`src/rtl/wb_pkg.sv`:
```
// Shared types for the write-back port arbiter: result entry, arbiter state,
// and a helper that turns a destination register into a one-hot mask.
// Optional build macro used by the users of this package: WB_PENDING_MASK_EN.
package wb_pkg;

  localparam int XLEN   = 32;
  localparam int REG_AW = 5;
  localparam int NREGS  = 1 << REG_AW;

  // One buffered long-latency result.
  typedef struct packed {
    logic [REG_AW-1:0] rd;
    logic [XLEN-1:0]   data;
  } wb_entry_t;

  typedef enum logic {
    NORMAL = 1'b0,
    DRAIN  = 1'b1
  } wb_state_t;

  // One-hot of a register index; x0 never counts as pending.
  function automatic logic [NREGS-1:0] reg_onehot(input logic [REG_AW-1:0] r);
    logic [NREGS-1:0] m;
    m    = '0;
    m[r] = 1'b1;
    m[0] = 1'b0;
    return m;
  endfunction

endpackage

```
`src/rtl/wb_fifo.sv`:
```
// Small circular FIFO buffering long-latency results for the write port.
// Ports: clk/rst_n, push_i/push_dat_i, pop_i, full_o/empty_o, head_o (current
// oldest entry); with WB_PENDING_MASK_EN also per-entry valid and rd vectors.
// Pushes when full and pops when empty are ignored; no bypass (head is
// visible the cycle after the push).
module wb_fifo
  import wb_pkg::*;
#(
  parameter int DEPTH = 4
) (
  input  logic      clk,
  input  logic      rst_n,
  input  logic      push_i,
  input  wb_entry_t push_dat_i,
  input  logic      pop_i,
  output logic      full_o,
  output logic      empty_o,
  output wb_entry_t head_o
`ifdef WB_PENDING_MASK_EN
  ,
  output logic [DEPTH-1:0]             ent_vld_o,
  output logic [DEPTH-1:0][REG_AW-1:0] ent_rd_o
`endif
);

  localparam int AW = $clog2(DEPTH);
  localparam int CW = AW + 1;

  wb_entry_t       mem_q [DEPTH];
  logic [AW-1:0]   wr_ptr_q, wr_ptr_d;
  logic [AW-1:0]   rd_ptr_q, rd_ptr_d;
  logic [CW-1:0]   cnt_q,    cnt_d;
  logic            push_ok;
  logic            pop_ok;

  assign full_o  = (cnt_q == CW'(DEPTH));
  assign empty_o = (cnt_q == '0);
  assign head_o  = mem_q[rd_ptr_q];

  // A full FIFO refuses the push even when a pop frees a slot this cycle.
  assign push_ok = push_i & ~full_o;
  assign pop_ok  = pop_i & ~empty_o;

  always_comb begin
    wr_ptr_d = wr_ptr_q;
    rd_ptr_d = rd_ptr_q;
    cnt_d    = cnt_q;
    if (push_ok) wr_ptr_d = wr_ptr_q + AW'(1);
    if (pop_ok)  rd_ptr_d = rd_ptr_q + AW'(1);
    case ({push_ok, pop_ok})
      2'b10:   cnt_d = cnt_q + CW'(1);
      2'b01:   cnt_d = cnt_q - CW'(1);
      default: cnt_d = cnt_q;
    endcase
  end

  always_ff @(posedge clk or negedge rst_n) begin
    if (!rst_n) begin
      wr_ptr_q <= '0;
      rd_ptr_q <= '0;
      cnt_q    <= '0;
    end else begin
      wr_ptr_q <= wr_ptr_d;
      rd_ptr_q <= rd_ptr_d;
      cnt_q    <= cnt_d;
    end
  end

  // Storage carries no reset; validity comes from the pointers and count.
  always_ff @(posedge clk) begin
    if (push_ok) mem_q[wr_ptr_q] <= push_dat_i;
  end

`ifdef WB_PENDING_MASK_EN
  // Slot g is live when its distance from the read pointer is below count.
  for (genvar g = 0; g < DEPTH; g++) begin : g_ent
    logic [AW-1:0] off;
    assign off          = AW'(g) - rd_ptr_q;
    assign ent_vld_o[g] = ({1'b0, off} < cnt_q);
    assign ent_rd_o[g]  = mem_q[g].rd;
  end
`endif

endmodule

```
`src/rtl/wb_port_arbiter.sv`:
```
// Sole writer of the register-file write port: merges single-cycle ALU
// results (priority) with buffered long-latency results, with a starvation
// guard that stalls the ALU for one pop when the FIFO head waits too long.
// Ports: clock/Reset; alu_valid/alu_rd/alu_data in, alu_stall out;
// ll_valid/ll_rd/ll_data in, ll_ready out; A3/WD3/RegWEn registered write
// port; pend_mask (only with WB_PENDING_MASK_EN) lists in-flight registers.
// Latency 1 from selection to the write port registers.
module wb_port_arbiter
  import wb_pkg::*;
#(
  parameter int DEPTH        = 4,
  parameter int STARVE_LIMIT = 8
) (
  input  logic              clock,
  input  logic              Reset,
  input  logic              alu_valid,
  input  logic [REG_AW-1:0] alu_rd,
  input  logic [XLEN-1:0]   alu_data,
  output logic              alu_stall,
  input  logic              ll_valid,
  output logic              ll_ready,
  input  logic [REG_AW-1:0] ll_rd,
  input  logic [XLEN-1:0]   ll_data,
  output logic [REG_AW-1:0] A3,
  output logic [XLEN-1:0]   WD3,
  output logic              RegWEn
`ifdef WB_PENDING_MASK_EN
  ,
  output logic [XLEN-1:0]   pend_mask
`endif
);

  localparam int AGE_W = $clog2(STARVE_LIMIT + 1);

  wb_state_t         state_q, state_d;
  logic [AGE_W-1:0]  age_q,   age_d;
  logic              stall_q, stall_d;
  logic              we_q,    we_d;
  logic [REG_AW-1:0] a3_q,    a3_d;
  logic [XLEN-1:0]   wd3_q,   wd3_d;

  logic      fifo_full;
  logic      fifo_empty;
  wb_entry_t fifo_head;
  wb_entry_t push_dat;
  logic      push;
  logic      pop;
  logic      alu_win;
  logic      head_blocked;

`ifdef WB_PENDING_MASK_EN
  logic [DEPTH-1:0]             ent_vld;
  logic [DEPTH-1:0][REG_AW-1:0] ent_rd;
`endif

  // x0 results handshake normally but never reach the FIFO.
  assign ll_ready      = ~fifo_full;
  assign push          = ll_valid & ~fifo_full & (ll_rd != '0);
  assign push_dat.rd   = ll_rd;
  assign push_dat.data = ll_data;

  // ALU only wins in NORMAL and only for a real destination; any cycle it
  // does not win, a non-empty FIFO retires its head.
  assign alu_win      = (state_q == NORMAL) & alu_valid & (alu_rd != '0);
  assign pop          = ~fifo_empty & ~alu_win;
  assign head_blocked = ~fifo_empty & ~pop;

  wb_fifo #(
    .DEPTH(DEPTH)
  ) u_fifo (
    .clk        (clock),
    .rst_n      (Reset),
    .push_i     (push),
    .push_dat_i (push_dat),
    .pop_i      (pop),
    .full_o     (fifo_full),
    .empty_o    (fifo_empty),
    .head_o     (fifo_head)
`ifdef WB_PENDING_MASK_EN
    ,
    .ent_vld_o  (ent_vld),
    .ent_rd_o   (ent_rd)
`endif
  );

  // Age of the FIFO head: cycles it has been passed over, saturating.
  always_comb begin
    age_d = age_q;
    if (fifo_empty || pop) begin
      age_d = '0;
    end else if (age_q != AGE_W'(STARVE_LIMIT)) begin
      age_d = age_q + AGE_W'(1);
    end
  end

  always_comb begin
    state_d = state_q;
    we_d    = 1'b0;
    a3_d    = a3_q;
    wd3_d   = wd3_q;

    if (alu_win) begin
      we_d  = 1'b1;
      a3_d  = alu_rd;
      wd3_d = alu_data;
    end else if (pop) begin
      we_d  = 1'b1;
      a3_d  = fifo_head.rd;
      wd3_d = fifo_head.data;
    end

    case (state_q)
      NORMAL: begin
        // The head is about to be blocked for the STARVE_LIMIT-th time.
        if (head_blocked && (age_q == AGE_W'(STARVE_LIMIT - 1))) begin
          state_d = DRAIN;
        end
      end
      DRAIN: begin
        if (pop) state_d = NORMAL;
      end
      default: state_d = NORMAL;
    endcase

    stall_d = (state_d == DRAIN);
  end

  always_ff @(posedge clock or negedge Reset) begin
    if (!Reset) begin
      state_q <= NORMAL;
      age_q   <= '0;
      stall_q <= 1'b0;
      we_q    <= 1'b0;
      a3_q    <= '0;
      wd3_q   <= '0;
    end else begin
      state_q <= state_d;
      age_q   <= age_d;
      stall_q <= stall_d;
      we_q    <= we_d;
      a3_q    <= a3_d;
      wd3_q   <= wd3_d;
    end
  end

  assign alu_stall = stall_q;
  assign RegWEn    = we_q;
  assign A3        = a3_q;
  assign WD3       = wd3_q;

`ifdef WB_PENDING_MASK_EN
  // Registers still to be written: queued entries plus the write in flight.
  always_comb begin
    pend_mask = '0;
    for (int i = 0; i < DEPTH; i++) begin
      if (ent_vld[i]) pend_mask = pend_mask | reg_onehot(ent_rd[i]);
    end
    if (we_q) pend_mask = pend_mask | reg_onehot(a3_q);
    pend_mask[0] = 1'b0;
  end
`endif

endmodule

```
`config.mk`:
```
export PLATFORM = sky130hd
export DESIGN_NAME = wb_port_arbiter
export DESIGN_NICKNAME = d
export VERILOG_FILES = /design/src/rtl/wb_pkg.sv /design/src/rtl/wb_fifo.sv /design/src/rtl/wb_port_arbiter.sv
export SDC_FILE = /design/constraint.sdc
export NUM_CORES = 1
export LEC_CHECK = 0
export CAP_MARGIN = 25
export CORE_MARGIN = 3
export CORE_UTILIZATION = 54
export CTS_CLUSTER_SIZE = 8
export DETAILED_ROUTE_END_ITERATION = 8
export GPL_TIMING_DRIVEN = 0
export PLACE_DENSITY = 0.79
export RECOVER_POWER = 100
export SETUP_SLACK_MARGIN = 0.1
export SLEW_MARGIN = 0
export SYNTH_ARGS = -nofsm -noshare
export SYNTH_HDL_FRONTEND = slang
export SYNTH_SLANG_ARGS = --single-unit
export TNS_END_PERCENT = 10
```
`constraint.sdc`:
```
create_clock -name clock -period 2.4 [get_ports clock]
set_clock_uncertainty 0.05 [all_clocks]
set_input_delay 0.24 -clock clock [delete_from_list [all_inputs] [get_ports clock]]
set_output_delay 0.24 -clock clock [all_outputs]
set_load 0.02 [all_outputs]
```
# --- Word level (Yosys, flattened, before mapping) ---
# Memories as Yosys holds them, arrays and structs flattened.
# Cells that the tools add are included.
word_totals:
  mem_count: 1
  output_inout_bits: 40
  input_bits: 78
  elab_cells: 54
  mem_bits_rw: 148
  reg_bits: 50
memory_table:
  columns: ["name", "depth", "word_bits", "rd", "rd_ports_with_merged_regs", "write_ports", "line_no", "text"]
  rows:
  - ["u_fifo.mem_q", 4, 37, 1, 0, 1, "wb_fifo.sv:29", "wb_entry_t mem_q [DEPTH];"]
op_classes:
  mux: 14
  reduce_logical: 8
  add_sub_neg: 5
  bitwise: 13
  eq_ne: 5
op_table:
  columns: ["operator", "n"]
  rows:
  - ["$mux 32", 2]
  - ["$mux 5", 2]
  - ["$reduce_bool 5->1", 2]
  - ["$and 1x1->1", 8]
  - ["$mux 4", 2]
  - ["$mux 1", 6]
  - ["$pmux 3 s2", 1]
  - ["$reduce_bool 2->1", 3]
  - ["$not 1->1", 5]
  - ["$add 2x1->2 const B", 2]
  - ["$add 4x1->4 const B", 1]
  - ["$eq 4x3->1 const B", 1]
  - ["$ne 4x4->1 const B", 1]
  - ["$add 3x1->3 const B", 1]
  - ["$eq 3x3->1 const B", 1]
  - ["$logic_not 3->1", 1]
  - ["$sub 3x1->3 const B", 1]
  - ["$eq 2x1->1 const B", 1]
  - ["$eq 2x2->1 const B", 1]
  - ["$pmux 1 s2", 1]
  - ["$logic_and 1x1->1", 1]
  - ["$logic_or 1x1->1", 1]

# --- Longest topological paths before layout ---
# Gate-level depths: netlist of run 1.
logic_depth:
  ltp_word: 10
  depth_mapped: 10
  ltp_nobuf: 10

# --- Hierarchy ---
# A second synthesis of run 1 with hierarchy kept.
unflattened:
  cells_unflattened: 388
  area_unflattened_um2: 7891.3
modules_own_cells:
  columns: ["module", "n_inst", "seq_area_each_um2", "area_per_inst_um2", "cells_per_inst"]
  rows:
  - ["wb_fifo", 1, 4619.4, 5754.3, 231]
  - ["wb_port_arbiter", 1, 1076.0, 2137.0, 157]

# --- Least setup slack after synthesis of run 1 ---
# Ideal clock, no wire load.
synth_timing:
  kind: "register to register"
  from: "register u_fifo.cnt_q[0]"
  to: "memory u_fifo.mem_q[0][0] (netlist bit) (enable)"
  path_stages_with_launch: 5
  setup_ns: 0.398
  synth_period_minus_slack_ns: 2.353
  setup_slack_ns: 0.047
  arrival_time_ns: 1.905
  path_buffers: 0
  t_required_ns: 1.952
  cell_sequence: "dfrtp_1 -> inv_1 -> nand3_1 -> o211a_1 -> and2_1"
synth_via:
  elab_chain_len: 7
synth_lines:
  columns: ["element", "line_no", "text"]
  rows:
  - ["from (decl)", "wb_fifo.sv:32", "logic [CW-1:0] cnt_q, cnt_d;"]
  - ["from (signal assigned)", "wb_fifo.sv:65", "cnt_q <= cnt_d;"]
  - ["$eq 3x3->1 *", "wb_fifo.sv:36", "assign full_o = (cnt_q == CW'(DEPTH));"]
  - ["$not 1->1 *", null, null]
  - ["via ll_ready", "wb_port_arbiter.sv:21", "output logic ll_ready,"]
  - ["$and 1x1->1 (2 in series)", "wb_port_arbiter.sv:58", "assign push = ll_valid & ~fifo_full & (ll_rd != '0);"]
  - ["$and 1x1->1 *", "wb_fifo.sv:41", "assign push_ok = push_i & ~full_o;"]
  - ["$mux 1 *", "wb_fifo.sv:71", "if (push_ok) mem_q[wr_ptr_q] <= push_dat_i;"]
  - ["$mux 1 (implied by the code) *", "wb_fifo.sv:71", null]
  - ["to (decl)", "wb_fifo.sv:29", null]
# Mark *: on every way through the listed nets, which the timed path passes. The rest lies on a longest branch.

# --- Worst setup path after layout of run 1 ---
layout_timing:
  from: "input ll_rd[0]"
  to: "register u_fifo.cnt_q[2]"
layout_via:
  elab_chain_len: 5
  elab_cells_between_ends: 7
  cone_classes: "eq/ne: 2; mux: 1; bitwise: 2; reduce/logical: 2"
layout_lines:
  columns: ["element", "line_no", "text"]
  rows:
  - ["from (decl)", "wb_port_arbiter.sv:22", "input logic [REG_AW-1:0] ll_rd,"]
  - ["$reduce_bool 5->1 *", "wb_port_arbiter.sv:58", null]
  - ["$and 1x1->1 *", "wb_port_arbiter.sv:58", null]
  - ["$and 1x1->1 *", "wb_fifo.sv:41", null]
  - ["$eq 2x1->1 / $eq 2x2->1 (equally long branches)", "wb_fifo.sv:50", "case ({push_ok, pop_ok})"]
  - ["$pmux 3 s2 / $reduce_bool 2->1 (equally long branches)", null, null]
# Every way passes the cells marked *; elsewhere a longest branch is shown, timed or not.
# A chain may end at the register's enable or synchronous reset.

==> run_results.csv, run 1 <==
group,metric,value,unit
run_status,status,"completed",
global_routing,globalRouteOverflowTotal,0,
worst_setup_path,worst_path_class_setup,"in2reg",
floorplanning,dieWidth,125.4,um
sta,final.setup.tns,0,ps
worst_setup_path,worstPathArrival,2550,ps
placed_design,post_dp_hpwl,10540,um
drt,detail_route.wl_per_cell,20.88,um
synthesis,postSynthRegisterBits,198,
floorplanning,number_of_top_level_design_ports,118,
global_routing,grt_pass1_wl,26030,um
synthesis,synth.largest_area_cell,"sky130_fd_sc_hd__edfxtp_1",
floorplanning,design.die.area,15720,um^2
layout,flow.area_growth_from_synthesis,28.05,%
cts,clk_latency,420,ps
synthesis,synth-warning-count,0,
layout,net_total_in_the_final_layout,690,
drt,drtAntennaViolNets,0,
layout,layout-drive-gt1-share,0.1540,
layout,multiInputGateArea,1882,um^2
worst_setup_path,reg2reg_slack,180,ps
sta,max_slew.worst_pin.slew,1004,ps
synthesis,synth_ff_type,"sky130_fd_sc_hd__edfxtp_1",
cts,numCtsBuffers,17,
cts,cts_buffer_depth,2,
synthesis,yosys-top-cells-count,"sky130_fd_sc_hd__edfxtp_1, sky130_fd_sc_hd__nand2_1, sky130_fd_sc_hd__dfrtp_1",
sta,slew_violations,0,
worst_setup_path,slowest_delay,540,ps
worst_setup_path,critical_path_required,2690,ps
pwr,power_leakage,3.552,nW
sta,fin_crit_sh,0.9426,
drt,drt-total-wl,16580,um
min_path,hold_path_end,"A3[3]",
synthesis,synthDistinctLibCells,30,
floorplanning,floorplan.initialDensity,0.5654,
drt,via_per_inst,5.738,
placed_design,place_congestion,0.7857,
cts,htree_levels,4,
pwr,vdd_drop_max,0.6437,mV
synthesis,share_of_flip_flops_with_an_asynchronous_set_or_reset,0.2525,
worst_setup_path,timing.reg2reg.worst_path_depth,9,
min_path,hold_path_depth,3,
worst_setup_path,nature_of_the_critical_path_endpoint,"flop",
floorplanning,core_region_area,13610,um^2
worst_setup_path,r2r-end,"u_fifo.cnt_q[2]",
layout,layout.area.seq,5697,um^2
synthesis,synthMostInstantiatedCell,"sky130_fd_sc_hd__edfxtp_1",
floorplanning,floorplan.die.height,125.4,um
layout,final_util,0.7239,
min_path,holdCritStartpoint,"alu_rd[3]",
worst_setup_path,r2r-start,"u_fifo.cnt_q[1]",
sta,max-slew-margin-rel,0.3305,
global_routing,grt_pass1_vias,4821,
cts,path_clk_slew,70,ps
pwr,power,11.65,mW
placed_design,port_buffers,117,
worst_setup_path,path_max_fanout,7,
cts,root_buffer,"sky130_fd_sc_hd__clkbuf_16",
sta,period_needed,2262,ps
sta,grt_setup_unrepaired,"yes",
drt,detail_route.drc_violations,0,
worst_setup_path,crit_chain,"dlygate4sd2_1 -> or4_4 -> o211a_1 -> inv_1 -> ha_2 -> inv_1 -> fa_1 -> xor2_1 -> nor2_1 -> xor2_1",
global_routing,grt_max_degree,38,
drt,num_vias,4556,
min_path,min-delay-path-class,"in2reg",
global_routing,track_usage,0.2185,
layout,layout_filler_cell_count,827,
floorplanning,placement_rows,42,
synthesis,synth_top_cell_area_share,0.5776,
job,drv.max_cap_violation_count,0,
worst_setup_path,worstSetupStartpointType,"input port",
synthesis,netlist_area,7695,um^2
worst_setup_path,crit_path_top_delay_cell,"sky130_fd_sc_hd__or4_4",
synthesis,synth_top_cells_by_area,"sky130_fd_sc_hd__edfxtp_1, sky130_fd_sc_hd__dfrtp_1, sky130_fd_sc_hd__mux4_2, sky130_fd_sc_hd__nand2_1, sky130_fd_sc_hd__a31oi_1",
sta,setup_viol_count_final,0,
synthesis,synth-seq-area-share,0.7402,
drt,drt_iter0_markers,371,
drt,drt_pre_antenna_iters,5,
cts,cts_tree,"yes",
pwr,power.density_cell_area,1183,nW/um^2
cts,tritoncts_num_sinks,198,
sta,fmax,442.0,MHz
sta,timing.final.hold_violations,0,
synthesis,syn_area_per_cell,16.73,um^2
synthesis,synth_fp_nets,546,
global_routing,grt_antenna_before_repair,0,
synthesis,syn-instance-count,460,
synthesis,synth_enable_flop_cells,148,
-- registers in the layout, summed over array words and instances, names as in the netlist --
register and cells:
WD3 32, alu_stall 1, A3 5, u_fifo.cnt_q 3, u_fifo.rd_ptr_q 2, age_q 4, u_fifo.mem_q 148, RegWEn 1
u_fifo.wr_ptr_q 2
-- report_power, final --
part           internal (mW)  switching, mW  total [mW]  leakage, nW
Clock                   1.87           1.15        3.02        0.308
Sequential              4.58          0.326        4.90         1.93
Combinational           1.67           2.07        3.73         1.31
-- through the flow --
stage	hold WS (ps)	area [um^2]	setup slack (ps)	instances
3_5_place_dp	138.3	9166	-734.0	757
5_1_grt	181.0	9851	51.70	793
2_1_floorplan	-105.6	7696	47.25	460
4_1_cts	145.2	9842	160.3	792
6_report	162.3	9853	137.8	794
3_3_place_gp	437.2	9087	-863.8	753
-- critical path, delay by kind of cell --
| family | cells | cell delay, ps |
|---|---|---|
| and+or+nand+nor | 2 | 660 |
| buffers and inverters | 3 | 460 |
| AOI/OAI and AO/OA | 1 | 300 |
| adders and majority gates | 2 | 570 |
| xor gates and xnor gates | 2 | 320 |
-- what timing repair did --
item,in CTS,in global routing
pin swaps,2,2
hold buffers,1,0
cloned,0,0
buffers inserted,2,0
setup endpoints to repair,12,2
gates resized for setup,14,3
hold endpoints to repair,14,0
-- cell type report --
cell class / count / area share
diodes: 1 / 0.0002540
plain buffers: 24 / 0.01143
clock buffers: 21 / 0.04571
clock inverters: 11 / 0.01841
inverters: 8 / 0.003048
multi-input cells: 230 / 0.1910
flip-flops and latches: 198 / 0.5782
well taps: 176 / 0.02235
repair buffers: 125 / 0.1297
-- how the worst max path moves through the flow --
| stage | from | to | slack, ps | depth (start not counted) |
|---|---|---|---|---|
| floorplan | u_fifo.cnt_q[0] | u_fifo.mem_q[1][0] | 50 | 4 |
| global placement | ll_rd[0] | u_fifo.mem_q[2][17] | -860 | 4 |
| detailed placement | alu_rd[1] | u_fifo.cnt_q[2] | -730 | 10 |
| CTS | u_fifo.cnt_q[0] | u_fifo.mem_q[0][30] | 160 | 4 |
| global route | ll_rd[0] | u_fifo.cnt_q[2] | 50 | 10 |
| finish | ll_rd[0] | u_fifo.cnt_q[2] | 140 | 10 |
-- cells in the final DEF (no fill, tap or decap), drive strengths merged, types with 2 or more instances in the layout --
cell,count
a31oi,35
a32oi,2
and2,5
buf,18
bufinv,5
clkbuf,35
clkdlybuf4s50,36
clkinv,5
dfrtp,50
dlygate4sd2,7
dlygate4sd3,74
edfxtp,148
ha,7
inv,8
mux4,37
nand2,77
nand3,5
nor2,36
nor3,5
o21ai,2
or4,2
xnor2,4
xor2,5
-- per-layer routing --
metal,part of all wire,track usage,vias up,wire [um]
met5,0,0,-,0
met4,0.015,0.07015,0,250
met3,0.063,0.05075,23,1042
met2,0.50,0.3546,193,8339
met1,0.42,0.2989,2307,6945
li1,-,-,2033,-
-- cells by family (layout without fill, tap and decap cells) --
group	count (synthesis)	after routing	share of synthesized area
other cells	0	1	0
compound gates	41	41	0.03496
simple gates	133	133	0.07090
xor+xnor	9	9	0.01024
fa+ha+maj	8	8	0.01398
flops	198	198	0.7402
buf+inv	32	189	0.01870
mux	39	39	0.1111
Power figures use the tool's default switching activity.
==> run 2: changes to the inputs <==
--- a/config.mk
+++ b/config.mk
@@ -11,6 +11,7 @@
 export CTS_CLUSTER_SIZE = 8
 export DETAILED_ROUTE_END_ITERATION = 8
 export GPL_TIMING_DRIVEN = 0
+export HOLD_SLACK_MARGIN = 0.08
 export PLACE_DENSITY = 0.79
 export RECOVER_POWER = 100
 export SETUP_SLACK_MARGIN = 0.1
==> results of run 2 <==
Same layout as run 1: the final DEF is identical, and so are final timing and power.
==> run 3: changes to the inputs <==
--- a/config.mk
+++ b/config.mk
@@ -6,13 +6,13 @@
 export NUM_CORES = 1
 export LEC_CHECK = 0
 export CAP_MARGIN = 25
-export CORE_MARGIN = 3
-export CORE_UTILIZATION = 54
+export CORE_MARGIN = 2
+export CORE_UTILIZATION = 35
 export CTS_CLUSTER_SIZE = 8
 export DETAILED_ROUTE_END_ITERATION = 8
 export GPL_TIMING_DRIVEN = 0
 export HOLD_SLACK_MARGIN = 0.08
-export PLACE_DENSITY = 0.79
+export PLACE_DENSITY = 0.55
 export RECOVER_POWER = 100
 export SETUP_SLACK_MARGIN = 0.1
 export SLEW_MARGIN = 0
==> run_results.csv, run 3 (same netlist as run 1, synthesis figures left out) <==
group,metric,value,unit
placed_design,post-place-cells,862,
layout,final_common_cell,"sky130_fd_sc_hd__edfxtp_1",
global_routing,globalRouteOverflowTotal,0,
cts,htree_levels,4,
sta,fmax,437.8,MHz
drt,detail_route.wl_per_cell,19.16,um
floorplanning,dieWidth,152.3,um
placed_design,place_congestion,0.7271,
sta,grt_setup_unrepaired,"no",
drt,num_vias,4411,
pwr,p_switching,3.568,mW
cts,path_clk_slew,70,ps
placed_design,port_buffers,117,
drt,drtAntennaViolNets,0,
worst_setup_path,slowest_delay,520,ps
sta,period_needed,2284,ps
cts,numCtsBuffers,17,
worst_setup_path,crit_chain,"clkdlybuf4s50_1 -> or4_1 -> o21ai_4 -> and2_4 -> ha_1 -> inv_1 -> fa_1 -> xor2_1 -> nor2_1 -> xor2_1",
sta,fin_crit_sh,0.9516,
pwr,share_comb_of_total_power,0.326,
worst_setup_path,crit_path_top_delay_cell,"sky130_fd_sc_hd__or4_1",
sta,max-slew-margin-rel,0.2724,
worst_setup_path,worstPathArrival,2580,ps
pwr,proportion_of_power_drawn_by_flip_flops_and_latches,0.429,
layout,layout_filler_cell_count,1889,
floorplanning,floorplan.initialDensity,0.3548,
global_routing,grt_max_degree,36,
drt,drt_iter0_markers,199,
layout,most-common-layout-cells,"sky130_fd_sc_hd__edfxtp_1, sky130_fd_sc_hd__nand2_1, sky130_fd_sc_hd__dlygate4sd3_1",
drt,drt-total-wl,17210,um
layout,final_area,9887,um^2
cts,cts_buffer_depth,2,
global_routing,grt_antenna_before_repair,1,
layout,flow.area_growth_from_synthesis,28.49,%
min_path,min-delay-path-class,"in2reg",
cts,root_buffer,"sky130_fd_sc_hd__clkbuf_16",
layout,number_of_flip_flops_in_the_largest_register,148,
sta,setup_viol_count_final,0,
pwr,vdd_drop_max,0.7270,mV
run_status,status,"completed",
cts,clk_latency,420,ps
drt,via_per_inst,4.912,
floorplanning,design.die.area,23190,um^2
worst_setup_path,cp_most_frequent_cell,"sky130_fd_sc_hd__xor2_1",
cts,tritoncts_num_sinks,198,
floorplanning,placement_rows,54,
layout,net_total_in_the_final_layout,690,
pwr,power.density_cell_area,1145,nW/um^2
pwr,p_sw_frac,0.3152,
sta,slew_violations,0,
placed_design,post_dp_hpwl,11470,um
global_routing,grt_pass1_wl,27100,um
job,drv.max_cap_violation_count,0,
pwr,power_report.internal_total,7.753,mW
pwr,power_leakage,3.500,nW
worst_setup_path,nature_of_the_critical_path_endpoint,"flop",
drt,drt_pre_antenna_iters,4,
placed_design,postPlaceCellArea,9316,um^2
worst_setup_path,critical_path_required,2690,ps
floorplanning,number_of_top_level_design_ports,118,
global_routing,grt_pass1_vias,4750,
global_routing,track_usage,0.1544,
drt,detail_route.drc_violations,0,
layout,number_of_standard_cells_in_the_final_layout_excluding_fillers,898,
floorplanning,floorplan.die.height,152.3,um
cts,cts_tree,"yes",
pwr,p_clk_frac,0.245,
layout,layout-drive-gt1-share,0.1572,
floorplanning,core_region_area,21690,um^2
worst_setup_path,worst_path_class_setup,"in2reg",
layout,largest-register,"u_fifo.mem_q",
sta,max_slew.worst_pin.slew,1091,ps
worst_setup_path,worstSetupStartpointType,"input port",
worst_setup_path,path_max_fanout,2,
sta,timing.final.hold_violations,0,
==> run 3: changes by cell type in the layout (fill, tap and decap cells not counted), sizes merged <==
cell	change
buf	+3
bufinv	-3
clkbuf	-2
clkdlybuf4s50	+1
clkinv	-2
clkinvlp	+5
dlygate4sd2	-3
inv	+1
==> run 3: power by group through the flow <==
stage               Clock [mW]  Combinational (mW)  Sequential [mW]
detailed placement           0                3.93             4.95
global route              2.99                4.04             4.95
floorplan                    0                2.04             5.23
global placement             0                3.79             4.93
CTS                       2.85                3.95             4.88
finish                    2.77                3.69             4.86
==> run 3: timing repair <==
item / in CTS / in global routing
buffers inserted: 1 / 1
setup endpoints to repair: 2 / 2
pin swaps: 1 / 1
hold endpoints to repair: 15 / 0
hold buffers: 1 / 0
resized for setup: 9 / 4
==> run 3: per-stage QoR <==
step / setup TNS [ps] / setup WS (ps) / power, mW / hold slack, ps / util
floorplan: 0 / 47.25 / 7.267 / -105.6 / -
global placement: -172170 / -1072 / 8.720 / 443.1 / 0.4250
detailed placement: -29320 / -860.0 / 8.877 / 163.1 / 0.4296
CTS: 0 / 100.1 / 11.67 / 197.4 / 0.4578
global route: 0 / 66.82 / 11.98 / 91.20 / 0.4559
finish: 0 / 116.0 / 11.32 / 100.2 / 0.4559
==> run 3: path summary, 6_finish.rpt <==
path	slack [ps]	to	from	cells past startpoint
setup / recovery	120	u_fifo.cnt_q[2]	alu_rd[3]	10
hold / removal	100	u_fifo.mem_q[0][34]	ll_rd[2]	1
setup reg to reg	190	u_fifo.cnt_q[2]	u_fifo.cnt_q[1]	9
hold reg to reg	450	alu_stall	alu_stall	2
max in group asynchronous	1040	WD3[1]	Reset	3
min in group asynchronous	500	WD3[16]	Reset	2
==> run 3: area by class of cell <==
class	count	area (um^2)	area share
clock inverter	12	128.9	0.01303
antenna	1	2.502	0.0002531
multi-input combinational	230	1874	0.1896
clock buffer	20	446.7	0.04518
sequential	198	5695	0.5761
tap	280	350.3	0.03543
timing repair buffer	125	1246	0.1260
buffer	24	112.6	0.01139
inverter	8	30.03	0.003037
==> run 3: per-layer routing <==
layer	track usage	vias to the layer above	routed length [um]
li1	-	2033	-
met1	0.2012	2247	7449
met2	0.2600	118	8656
met3	0.03470	13	918
met4	0.04628	0	185
met5	0	-	0
==> run 3: critical path, delay by kind of cell <==
family,cells,cell delay [ps]
fa+ha+maj,2,550
compound gates,1,200
buf+inv,2,480
simple gates,3,810
xor+xnor,2,310
==> RTL edit (config.mk and constraints of run 1) <==
`DEPTH` is set to 4 in 2 places; all go to 8.
--- a/src/rtl/wb_fifo.sv
+++ b/src/rtl/wb_fifo.sv
@@ -8,3 +8,3 @@
 #(
-  parameter int DEPTH = 4
+  parameter int DEPTH = 8
 ) (
--- a/src/rtl/wb_port_arbiter.sv
+++ b/src/rtl/wb_port_arbiter.sv
@@ -10,3 +10,3 @@
 #(
-  parameter int DEPTH        = 4,
+  parameter int DEPTH        = 8,
   parameter int STARVE_LIMIT = 8
Behaviour: not the same (Yosys sat finds a counterexample within 10 cycles, from zero or initial values and one cycle with Reset low).
==> RTL edit against run 1 <==
The flow now finishes with violations (capacitance limit, slew limit, setup timing). Routed wire length up 100%. Non-clock buffer count up 36. Total power up 82%. Core utilization down 2.3 points. Sequential share of layout area up 1.4 points. Worst setup slack worse by 0.22 ns. Design area up 75%. Via count up 69%. Area after synthesis up 77%. Sequential cell count up 151. Sequential power up 69%. Highest routed layer unchanged.
==> RTL edit: results (changes against run 1) <==
Timing
  – Final hold slack: 0.0366 ns (was 0.162 ns)
  – Max-slew violations: 25 (was 0)
  – Slew at the pin closest to its max-slew limit: 1.54 ns (was 1.00 ns)
  – Fin worst setup slack: -0.0836 ns (was 0.138 ns)
  – Final setup viols: 32 (was 0)

Routing
  – First DRT Iteration DRCs: 755 (was 371)
  – Avg WL per Cell: 27.2 um (was 20.9 um)
  – Router iterations before antenna repair: 6 (was 5)
  – DR vias: 7,679 (was 4,556)

Worst setup path
  – Arr. time, crit path: 2.89 ns (was 2.55 ns)
  – R2r setup slk: -0.06 ns (was 0.18 ns)

Job
  – Max-Cap Viols: 1 (was 0)

Finish
  – Layout Nets: 961 (was 690)
  – Inverter count: 5 (was 8)
  – Non-clock buffer share: 0.104 (was 0.141)
  – Sequential share of cell area: 0.592 (was 0.578)
  – Max FFs per register: 296 (was 148)
  – Count of non-CTS buffers in the layout: 185 (was 149)

Synthesis
  – Post-Synth Adder-Cell Area: 0.00641 (was 0.0140)
  – Sequential fraction of the synthesis area: 0.748 (was 0.740)
  – Leading cell types by count after synthesis: edfxtp_1, mux4_2, dfrtp_1, nand2_1, mux2i_1 (was edfxtp_1, nand2_1, dfrtp_1, mux4_2, nor2_1)

Pwr
  – Leak: 5.95 nW (was 3.55 nW)
  – Worst ir drop on vdd: 0.641 mV (was 0.644 mV)

Global routing
  – All-Layer GR Usage: 0.252 (was 0.219)
  – Vias in the first global route: 8,195 (was 4,821)
  – Largest net degree at the start of global routing: 31 (was 38)
  – Initial antenna violation count: 5 (was 0)

Worst hold path
  – Hold Path Stages: 1 (was 3)

Placement
  – Detail Placement HPWL: 19,800 um (was 10,500 um)

Status
  – Failing checks: capacitance limit, slew limit, setup timing
  – Status: complete, but fails checks (was completed)

Clock tree
  – Num CTS Buffers: 49 (was 17)
RTL edit: worst max-delay path by stage:
stage	from	to	depth (start not counted)
after floorplan	u_fifo.cnt_q[3]	u_fifo.mem_q[4][0]	4
after global placement	ll_rd[0]	u_fifo.mem_q[4][24]	5
after detailed placement	ll_rd[2]	u_fifo.mem_q[1][16]	7
after CTS	u_fifo.rd_ptr_q[2]	WD3[7]	5
after global routing	ll_rd[2]	u_fifo.cnt_q[2]	10
final	ll_rd[2]	u_fifo.cnt_q[2]	10
RTL edit: per-layer routing:
layer | share of wire | track usage
met1 | 0.36 | 0.330
met2 | 0.52 | 0.417
met3 | 0.080 | 0.0547
met4 | 0.038 | 0.0972
met5 | 0 | 0
RTL edit: logic make-up after synthesis:
group	after synthesis
multiplexers	115
XOR/XNOR	11
AO/OA/AOI/OAI	50
adder cells (fa/ha/maj)	7
AND/OR/NAND/NOR	103
flip-flops	349
buffers and inverters	44
